$ cat src/rtl/opc5ls_timer_intc.sv
// opc5ls bus responder: programmable prescaled down-counter with an
// active-low interrupt request. Four registers at BASE..BASE+3:
// CTRL, RELOAD, COUNT, STATUS.
module opc5ls_timer_intc #(
   parameter logic [15:0] BASE = 16'hFF00,
   parameter int          PSW  = 8
) (
   input  logic        clk,
   input  logic        reset_b,
   input  logic [15:0] address,
   input  logic [15:0] din,
   input  logic        rnw,
   output logic [15:0] dout,
   output logic        sel,
   output logic        int_b
);

   localparam logic [1:0] IDX_CTRL   = 2'd0;
   localparam logic [1:0] IDX_RELOAD = 2'd1;
   localparam logic [1:0] IDX_COUNT  = 2'd2;
   localparam logic [1:0] IDX_STATUS = 2'd3;

   // CTRL fields
   logic           en_q,       en_d;
   logic           ie_q,       ie_d;
   logic           auto_q,     auto_d;
   logic [PSW-1:0] prescale_q, prescale_d;
   // data registers
   logic [15:0]    reload_q,   reload_d;
   logic [15:0]    count_q,    count_d;
   // STATUS fields
   logic           expired_q,  expired_d;
   logic           overrun_q,  overrun_d;
   // prescaler and interrupt output
   logic [PSW-1:0] pcnt_q,     pcnt_d;
   logic           int_b_q,    int_b_d;

   logic       wr_en;
   logic       wr_ctrl;
   logic       wr_reload;
   logic       wr_count;
   logic       wr_status;
   logic       tick;
   logic       expiry;

   // Address decode and write strobes; the window is word aligned so the
   // low two address bits select the register.
   assign sel       = (address[15:2] == BASE[15:2]);
   assign wr_en     = sel & ~rnw;
   assign wr_ctrl   = wr_en & (address[1:0] == IDX_CTRL);
   assign wr_reload = wr_en & (address[1:0] == IDX_RELOAD);
   assign wr_count  = wr_en & (address[1:0] == IDX_COUNT);
   assign wr_status = wr_en & (address[1:0] == IDX_STATUS);

   // A tick is dropped when software turns the timer off on the same edge,
   // so disabling is always clean even if it races with the prescaler.
   assign tick   = en_q & (pcnt_q == prescale_q) & ~(wr_ctrl & ~din[0]);
   assign expiry = tick & (count_q == 16'h0000);

   // Prescaler, countdown, reload and software writes to CTRL/RELOAD/COUNT.
   always_comb begin
      en_d       = en_q;
      ie_d       = ie_q;
      auto_d     = auto_q;
      prescale_d = prescale_q;
      reload_d   = reload_q;
      count_d    = count_q;

      // prescaler restarts on every tick and idles at zero while disabled
      if (!en_q || tick) begin
         pcnt_d = '0;
      end else begin
         pcnt_d = pcnt_q + PSW'(1);
      end

      // countdown; expiry uses the RELOAD value from before any same-cycle write
      if (tick) begin
         if (count_q != 16'h0000) begin
            count_d = count_q - 16'd1;
         end else if (auto_q) begin
            count_d = reload_q;
         end else begin
            en_d = 1'b0;
         end
      end

      // software writes take precedence over the countdown for the same field
      if (wr_ctrl) begin
         en_d       = din[0];
         ie_d       = din[1];
         auto_d     = din[2];
         prescale_d = din[4+PSW-1:4];
      end
      if (wr_reload) begin
         reload_d = din;
      end
      if (wr_count) begin
         count_d = din;
      end

      // whenever the timer ends up disabled the prescaler is parked at zero,
      // which also gives a full PRESCALE+1 period after re-enabling
      if (!en_d) begin
         pcnt_d = '0;
      end
   end

   // STATUS flags: write-1-to-clear first, then hardware set, so a
   // coinciding expiry is never lost.
   always_comb begin
      expired_d = expired_q;
      overrun_d = overrun_q;
      if (wr_status) begin
         if (din[0]) begin
            expired_d = 1'b0;
         end
         if (din[1]) begin
            overrun_d = 1'b0;
         end
      end
      if (expiry) begin
         expired_d = 1'b1;
         if (expired_q) begin
            overrun_d = 1'b1;
         end
      end
      int_b_d = ~(expired_d & ie_d);
   end

   // Read mux: side-effect free, zero outside the window.
   always_comb begin
      dout = 16'h0000;
      if (sel) begin
         case (address[1:0])
            IDX_CTRL: begin
               dout[0]           = en_q;
               dout[1]           = ie_q;
               dout[2]           = auto_q;
               dout[4+PSW-1:4]   = prescale_q;
            end
            IDX_RELOAD: dout = reload_q;
            IDX_COUNT:  dout = count_q;
            default: begin
               dout[0] = expired_q;
               dout[1] = overrun_q;
            end
         endcase
      end
   end

   // State registers; reset beats any write or tick on the same edge.
   always_ff @(posedge clk) begin
      if (!reset_b) begin
         en_q       <= 1'b0;
         ie_q       <= 1'b0;
         auto_q     <= 1'b0;
         prescale_q <= '0;
         reload_q   <= 16'h0000;
         count_q    <= 16'h0000;
         expired_q  <= 1'b0;
         overrun_q  <= 1'b0;
         pcnt_q     <= '0;
         int_b_q    <= 1'b1;
      end else begin
         en_q       <= en_d;
         ie_q       <= ie_d;
         auto_q     <= auto_d;
         prescale_q <= prescale_d;
         reload_q   <= reload_d;
         count_q    <= count_d;
         expired_q  <= expired_d;
         overrun_q  <= overrun_d;
         pcnt_q     <= pcnt_d;
         int_b_q    <= int_b_d;
      end
   end

   assign int_b = int_b_q;

endmodule

$ cat config.mk
export PLATFORM = sky130hd
export DESIGN_NAME = opc5ls_timer_intc
export DESIGN_NICKNAME = d
export VERILOG_FILES = /design/src/rtl/opc5ls_timer_intc.sv
export SDC_FILE = /design/constraint.sdc
export NUM_CORES = 1
export LEC_CHECK = 0
export BUFFER_PORTS_ARGS = -buffer_cell sky130_fd_sc_hd__buf_2
export CELL_PAD_IN_SITES_DETAIL_PLACEMENT = 0
export CELL_PAD_IN_SITES_GLOBAL_PLACEMENT = 1
export CORE_ASPECT_RATIO = 0.9
export CORE_MARGIN = 3
export CORE_UTILIZATION = 45
export CTS_CLUSTER_SIZE = 20
export DETAILED_ROUTE_END_ITERATION = 7
export GPL_TIMING_DRIVEN = 1
export PLACE_DENSITY = 0.87
export SYNTH_ARGS = -nofsm -noshare
export SYNTH_HDL_FRONTEND = slang
export SYNTH_SLANG_ARGS = --single-unit
$ cat constraint.sdc
create_clock -name clk -period 5.6 [get_ports clk]
set_input_delay 1.12 -clock clk [delete_from_list [all_inputs] [get_ports clk]]
set_output_delay 1.12 -clock clk [all_outputs]
set_load 0.02 [all_outputs]
# ---- Yosys cells after proc, flatten, opt, wreduce, memory -nomap -nowiden
# Cells that the tools add are included.
dict set report word_totals {
  inputBits 35
  register_bits 54
}
dict set report classes {
  n_addsub 2
  muxes 22
  n_eq_ne 5
  n_bitwise 16
  n_reduce_logical 9
}
# cell count
set op_table {}
lappend op_table {{16-bit 2-to-1 mux} 5}
lappend op_table {{8-bit case mux with 3 select lines} 1}
lappend op_table {{16-bit logical NOT} 1}
lappend op_table {{16-bit nonzero test} 1}
lappend op_table {{16-bit by 1-bit subtractor with 16-bit output, second input constant} 1}
lappend op_table {{14-bit equality test, second input constant} 1}
lappend op_table {{1-bit 2-to-1 mux} 12}
lappend op_table {{1-bit AND} 10}
lappend op_table {{8-bit by 1-bit adder with 8-bit output, second input constant} 1}
lappend op_table {{8-bit equality test} 1}
lappend op_table {{4-bit case mux with 2 select lines} 1}
lappend op_table {{1-bit inverter} 6}
lappend op_table {{2-bit case mux with 3 select lines} 1}
lappend op_table {{2-bit equality test, second input constant} 2}
lappend op_table {{1-bit case mux with 3 select lines} 1}
lappend op_table {{3-bit nonzero test} 1}
lappend op_table {{3-bit OR reduction} 1}
lappend op_table {{2-bit by 1-bit equality test with 1-bit output, second input constant} 1}
lappend op_table {{2-bit logical NOT} 1}
lappend op_table {{1-bit case mux with 2 select lines} 1}
lappend op_table {{2-bit AND reduction} 1}
lappend op_table {{2-bit nonzero test} 1}
lappend op_table {{1-bit logical NOT} 1}
lappend op_table {{1-bit logical OR} 1}

# ---- Longest topological paths before layout
# Gate-level depths: netlist (run 1).
dict set report depth {
  ltp_word 10
  depth_mapped 9
  ltp_nobuf 7
}

# ---- Least setup slack after synthesis (run 1)
# No wires, ideal clock.
dict set report synth_path {
  kind {input to output}
  from {input address[3]}
  to {output dout[10]}
  path_buffers 2
  arrival_ns 3.059
  setup_slack_ns 1.421
  stages 7
  required_time_ns 4.480
  cell_sequence {or4_1 > or4_4 > buf_6 > clkinv_1 > nand2b_1 > clkbuf_1 > nor2_1}
}
dict set report synth_between {
  elab_chain_len 2
}
# item line_no
set synth_rtl {}
lappend synth_rtl {{from (decl)} 10} ;# input logic [15:0] address,
lappend synth_rtl {{14-bit equality test} 48} ;# assign sel = (address[15:2] == BASE[15:2]);
lappend synth_rtl {{via sel} 14} ;# output logic sel,
lappend synth_rtl {{16-bit 2-to-1 mux} 133} ;# if (sel) begin
lappend synth_rtl {{to (decl)} 13} ;# output logic [15:0] dout,
# The timed path passes the listed nets, and every way through them passes these cells.

# ---- Worst setup path in the final report (run 1)
dict set report layout_path {
  from {input address[3]}
  to {output dout[2]}
}
dict set report layout_between {
  elab_chain_len 2
}
# item line_no
set layout_rtl {}
lappend layout_rtl {{14-bit equality test} 48}
lappend layout_rtl {{16-bit 2-to-1 mux} 133}
# No other way between the ends.

==> summary.md, run 1 <==
| Metric | Value |
|---|---|
| Worst-Skew Late Latency | 0.31 ns |
| Post-synth EDFFs | 0 |
| Worst Hold Class | flip-flop to flip-flop |
| DRT iter0 DRCs | 181 |
| DRC errors left | 0 |
| Total Routing Usage GR | 0.234 |
| Die Span Y | 85.1 um |
| Peak supply drop | 0.136 mV |
| Total negative slack | 0 ns |
| Top Ports | 53 |
| CTS Sinks | 54 |
| Worst setup margin | 1.20 ns |
| CP required | 4.48 ns |
| Ys Warns | 0 |
| Detailed Place HPWL | 6250 um |
| Std cell rows | 28 |
| Seq. cell area | 1080 um2 |
| Multi-input logic area | 1890 um2 |
| Avg Cell Area, Syn | 7.91 um2 |
| Layout cells sized above 1 | 0.165 |
| Diodes inserted | 0 |
| CTS root buffer | clkbuf_8 |
| Largest family of logic cells by synthesized area | simple AND/OR/NAND/NOR gates |
| Max_cap viols | 0 |
| Routability cong. | 0.830 |
| Wire length per cell | 17.6 um |
| Largest net degree at the start of global routing | 29 |
| Clock tree buffer depth | 2 |
| IO buf count | 52 |
| Synthesized area | 3130 um2 |
| LEAKAGE | 1.28 nW |
| Final worst-path cycle share | 0.786 |
| Slew of the pin with the lowest slew margin | 1.10 ns |
| Synth Area in Compound Gates | 0.241 |
| Vias | 3064 |
| CTS tree | done |
| Simple-gate portion of the synthesized area | 0.243 |
| Hold_ws | 0.485 ns |
| Clock skew | 0.00857 ns |
| CP Class | input pin to output port |
| Design Power | 693 uW |
| Crit path time final | 4.40 ns |
| PwrDens | 198 nW/um2 |
| FF+latch count, synth | 54 |
| Synthesized net count | 437 |
| Routed WL | 9170 um |
| DP Worst Slack | 1.21 ns |
| CORE AREA | 6660 um2 |
| Post-synthesis mux area share | 0.0292 |
| Final Slew Violations | 0 |
| Clock transition at path regs | 0.10 ns |
| FFs w/ async S/R, synth | 0 |
| Final setup viols | 0 |
| Relative slew slack | 0.266 |
| Data arrival time of the worst path | 3.28 ns |
| Fill cell count | 693 |
| First-pass DRT Iterations | 5 |
| Worst Path Max Fanout | 13 |
| RSZ-0062 raised after global routing | no |
| Seq/Total Area, Yosys | 0.346 |
| Yosys cell types | 49 |
| Dominant synthesized flop cell | dfxtp_1 |
| Critical Path Start Type | input pin |
| Vias in the first global route | 2951 |
| Avg Vias per Cell | 5.88 |
| Setup Fix Bufs, Post-CTS | 0 |
| Post-synthesis adder-cell area fraction | 0.0280 |
| Starting Density | 0.470 |
| Final Net Count | 472 |
| H-tree depth | 2 |
| PostCTS Resize Cnt | 0 |
| Die W | 93.9 um |
| Max Clk Rate | 227 MHz |
| Hold-fix buffer count after cts | 0 |
| Die ar. | 7980 um2 |
| Synth Instances | 395 |
| Num CTS Buffers | 5 |
| First-pass GRT wire length | 15100 um |
| Initial antenna violation count | 0 |
| XOR/XNOR Fraction of Synth Area | 0.0616 |
| DRT antenna net count | 0 |
| Setup crit end kind | output port |
| GR Overflow Total | 0 |
| Final hold vios | 0 |
| Area growth from synthesis to layout | 11.9% |
| Outcome | finished clean |
[sequential cells by signal, summed over array words and instances (netlist names)]
name        count
auto_q          1
count_q        16
en_q            1
expired_q       1
ie_q            1
int_b           1
overrun_q       1
pcnt_q          8
prescale_q      8
reload_q       16
[final cells by class]
| cell class | count | area share |
|---|---|---|
| flip-flops and latches | 54 | 0.309 |
| inverters | 10 | 0.0107 |
| clock buffers | 5 | 0.0197 |
| repair buffers | 53 | 0.0766 |
| well taps | 90 | 0.0322 |
| multi-input cells | 306 | 0.539 |
| clock inverters | 3 | 0.0125 |
[Yosys cell counts, types with 6 or more instances]
master    count  area (um2)
nor2_1       34         128
mux2i_1       8        80.1
nand2_1      77         289
a222oi_1     11         110
nand3_1       9        45.0
ha_1          7        87.6
buf_2         7        35.0
clkbuf_1     15        56.3
xnor2_1       6        52.6
o211ai_1     31         233
xor2_1       16         140
a21oi_1      33         165
o21ai_0       9        45.0
dfxtp_1      54        1080
inv_1         8        30.0
[stage by stage]
step,util,cells,instance area [um2]
global placement,0.508,513,3380
finish,0.525,521,3500
detailed placement,0.508,513,3380
global route,0.525,521,3500
CTS,0.525,521,3500
floorplan,-,395,3130
[where the power goes]
part           switching [mW]  internal (mW)
clock network           0.138          0.134
logic                  0.0232         0.0129
registers          0.00000323          0.384
total                   0.162          0.531
[worst paths after layout]
path,start,end,slack [ns],cells past startpoint
worst min-delay path,reload_q[9]$_SDFFE_PN0P_,reload_q[9]$_SDFFE_PN0P_,0.49,2
worst max-delay path,address[3],dout[2],1.20,7
worst min register to register,reload_q[9]$_SDFFE_PN0P_,reload_q[9]$_SDFFE_PN0P_,0.49,2
worst max register to register,count_q[7]$_SDFFE_PN0P_,en_q$_SDFF_PN0_,2.79,5
[cell usage in the layout (no fill, tap or decap), types with 6 or more instances in the layout]
cell type	count
a222oi_1	11
xnor2_1	6
o211ai_1	31
inv_1	8
nand2_1	77
mux2i_1	8
a21oi_1	33
ha_1	7
o21ai_0	9
nor2_1	34
dfxtp_1	54
nand3_1	9
xor2_1	16
buf_2	52
[critical path, stage by stage]
cell and delay [ns]:
buf_2 0.09, or4_1 0.52, or4_4 0.65, clkinv_1 0.16, nand2b_1 0.30, nor2_1 0.24, buf_2 0.19
[layer usage]
metal / part of all wire / track usage
met1: 0.47 / 0.330
met5: 0 / 0
met2: 0.47 / 0.366
met4: 0.017 / 0.0787
met3: 0.047 / 0.0363
[logic make-up (layout without fill, tap and decap cells)]
kind of cell | count (synthesis) | count (layout)
xor+xnor | 22 | 22
flops | 54 | 54
compound gates | 110 | 110
simple gates | 158 | 158
fa+ha+maj | 7 | 7
buf+inv | 35 | 71
mux | 9 | 9
No activity file was read; power rests on OpenSTA's default activity.
==> run 2, diff against run 1 <==
CORE_UTILIZATION = 41   (was 45)
PLACE_DENSITY = 0.8   (was 0.87)
clock period = 4.4 ns   (was 5.6 ns; I/O delays follow)
==> run 2 against run 1 <==
Worst hold slack improved by 0.0017 ns. Clock power up 9.2%. Core utilization decreased by 4.2 points. Via count down 0.46%. Wire length increased by 0.93%. Cell count is 0.77% higher. Non-clock buffer count grew 1. Worst setup slack got worse by 0.63 ns. Combinational power increased by 31%. Clock skew is 0.0016 ns lower. First-iteration DRC count up 17%. Register-to-register slack worse by 1.3 ns. Largest cell class unchanged. Largest power group unchanged.
==> summary.md, run 2 (synthesis results as in run 1) <==
| Metric | Value |
|---|---|
| WL met1 | 4320 um |
| Final hold vios | 0 |
| Die ar. | 8710 um2 |
| Setup slack, reg-to-reg | 1.52 ns |
| Critical Path Start Type | input pin |
| Std cell rows | 29 |
| Reg-to-reg endpoint | en_q$_SDFF_PN0_ |
| Final Net Count | 473 |
| Die Span Y | 88.8 um |
| Cell area after layout | 3490 um2 |
| Final worst-path cycle share | 0.872 |
| DRC errors left | 0 |
| First-pass DRT Iterations | 7 |
| Largest regs | count_q: 16 flops, reload_q: 16 flops |
| PwrDens | 239 nW/um2 |
| Vias | 3050 |
| IO buf count | 52 |
| Setup crit end kind | output port |
| Most frequent cells in the layout | nand2_1, dfxtp_1, buf_2, nor2_1, a21oi_1 |
| Worst-Skew Late Latency | 0.32 ns |
| Initial antenna violation count | 0 |
| Hold-fix buffer count after cts | 0 |
| Worst Hold Class | flip-flop to flip-flop |
| Top Ports | 53 |
| Num CTS Buffers | 5 |
| Max layer used | met4 |
| LEAKAGE | 1.27 nW |
| Max_cap viols | 0 |
| Detailed Place HPWL | 6400 um |
| DRT antenna net count | 0 |
| Data arrival time of the worst path | 2.96 ns |
| Hold_ws | 0.487 ns |
| Total negative slack | 0 ns |
| First-pass GRT wire length | 14900 um |
| Hold worst-path end | reload_q[1]$_SDFFE_PN0P_ |
| Worst-case reg-to-reg path depth | 5 |
| Met3 Routed Length | 596 um |
| FF-to-FF Start | count_q[7]$_SDFFE_PN0P_ |
| Final setup viols | 0 |
| Vias in the first global route | 2908 |
| Clock skew | 0.00702 ns |
| Hold depth | 2 |
| Total Routing Usage GR | 0.217 |
| CORE AREA | 7220 um2 |
| PostCTS Resize Cnt | 0 |
| CTS Sinks | 54 |
| Slew of the pin with the lowest slew margin | 1.19 ns |
| Largest net degree at the start of global routing | 29 |
| Hold_sp | reload_q[1]$_SDFFE_PN0P_ |
| CP required | 3.52 ns |
| H-tree depth | 2 |
| Final Slew Violations | 0 |
| Clock power frac | 0.357 |
| Max Clk Rate | 261 MHz |
| Clock tree buffer depth | 2 |
| Layout cells sized above 1 | 0.167 |
| Sequential power share | 0.586 |
| Comb pwr share | 0.057 |
| CTS tree | done |
| Wire length per cell | 17.6 um |
| DRT iter0 DRCs | 211 |
| Area growth from synthesis to layout | 11.6% |
| Setup Fix Bufs, Post-CTS | 0 |
| GR Overflow Total | 0 |
| Outcome | finished clean |
| DP Area | 3400 um2 |
| Die W | 98.0 um |
| Routed WL | 9250 um |
| Metal2 WL | 4270 um |
| Cell Int Power | 621 uW |
| Starting Density | 0.433 |
| RSZ-0062 raised after global routing | no |
| Crit path time final | 3.84 ns |
| Sw Pwr | 212 uW |
| CP Class | input pin to output port |
| CTS root buffer | clkbuf_8 |
| Peak supply drop | 0.143 mV |
| Diodes inserted | 0 |
| Routability cong. | 0.835 |
| Avg Vias per Cell | 5.81 |
| Relative slew slack | 0.199 |
| Worst Path Max Fanout | 13 |
| Commonest non-fill, non-tap cell in the layout | nand2_1 |
| Sw Ratio | 0.255 |
| Clock transition at path regs | 0.10 ns |
==> run 2: worst max-delay path, cell delays in order <==
cell	delay, ns
buf_2	0.09
or4_1	0.51
or4_4	0.64
clkinv_1	0.17
nand2b_1	0.28
nor2_1	0.20
buf_2	0.18
==> run 2: cell type report <==
class | count | area [um2]
fill | 735 | 3730
sequential | 54 | 1080
timing repair buffer | 54 | 275
clock buffer | 5 | 68.8
multi-input combinational | 306 | 1890
clock inverter | 3 | 25.0
inverter | 10 | 37.5
tap | 93 | 116
==> run 2: worst max path at each step <==
stage	startpoint	end	slack, ns	depth (start not counted)
6_report	address[3]	dout[7]	0.56	7
5_1_grt	address[3]	dout[11]	0.42	7
4_1_cts	address[3]	dout[7]	0.55	7
3_5_place_dp	address[3]	dout[7]	0.56	7
3_3_place_gp	address[3]	dout[6]	0.61	7
2_1_floorplan	address[3]	dout[10]	0.70	7
==> run 2: metrics by stage <==
| stage | std cells | worst slack, ns | utilization | power (mW) |
|---|---|---|---|---|
| 2_1_floorplan | 395 | 0.701 | - | 0.518 |
| 3_3_place_gp | 517 | 0.613 | 0.470 | 0.546 |
| 3_5_place_dp | 517 | 0.560 | 0.470 | 0.546 |
| 4_1_cts | 525 | 0.551 | 0.483 | 0.839 |
| 5_1_grt | 525 | 0.421 | 0.483 | 0.873 |
| 6_report | 525 | 0.565 | 0.483 | 0.833 |
==> run 2: power by group through the flow <==
stage	Clock [mW]	Combinational [mW]	Sequential, mW
6_report	0.298	0.0472	0.488
5_1_grt	0.333	0.0510	0.489
4_1_cts	0.304	0.0467	0.488
3_5_place_dp	0	0.0466	0.500
3_3_place_gp	0	0.0466	0.500
2_1_floorplan	0	0.0181	0.500
==> run 2: per-layer routing <==
layer / GRT usage / vias to the layer above
li1: - / 1499
met1: 0.293 / 1445
met2: 0.358 / 99
met3: 0.0481 / 7
met4: 0.0491 / 0
met5: 0 / -
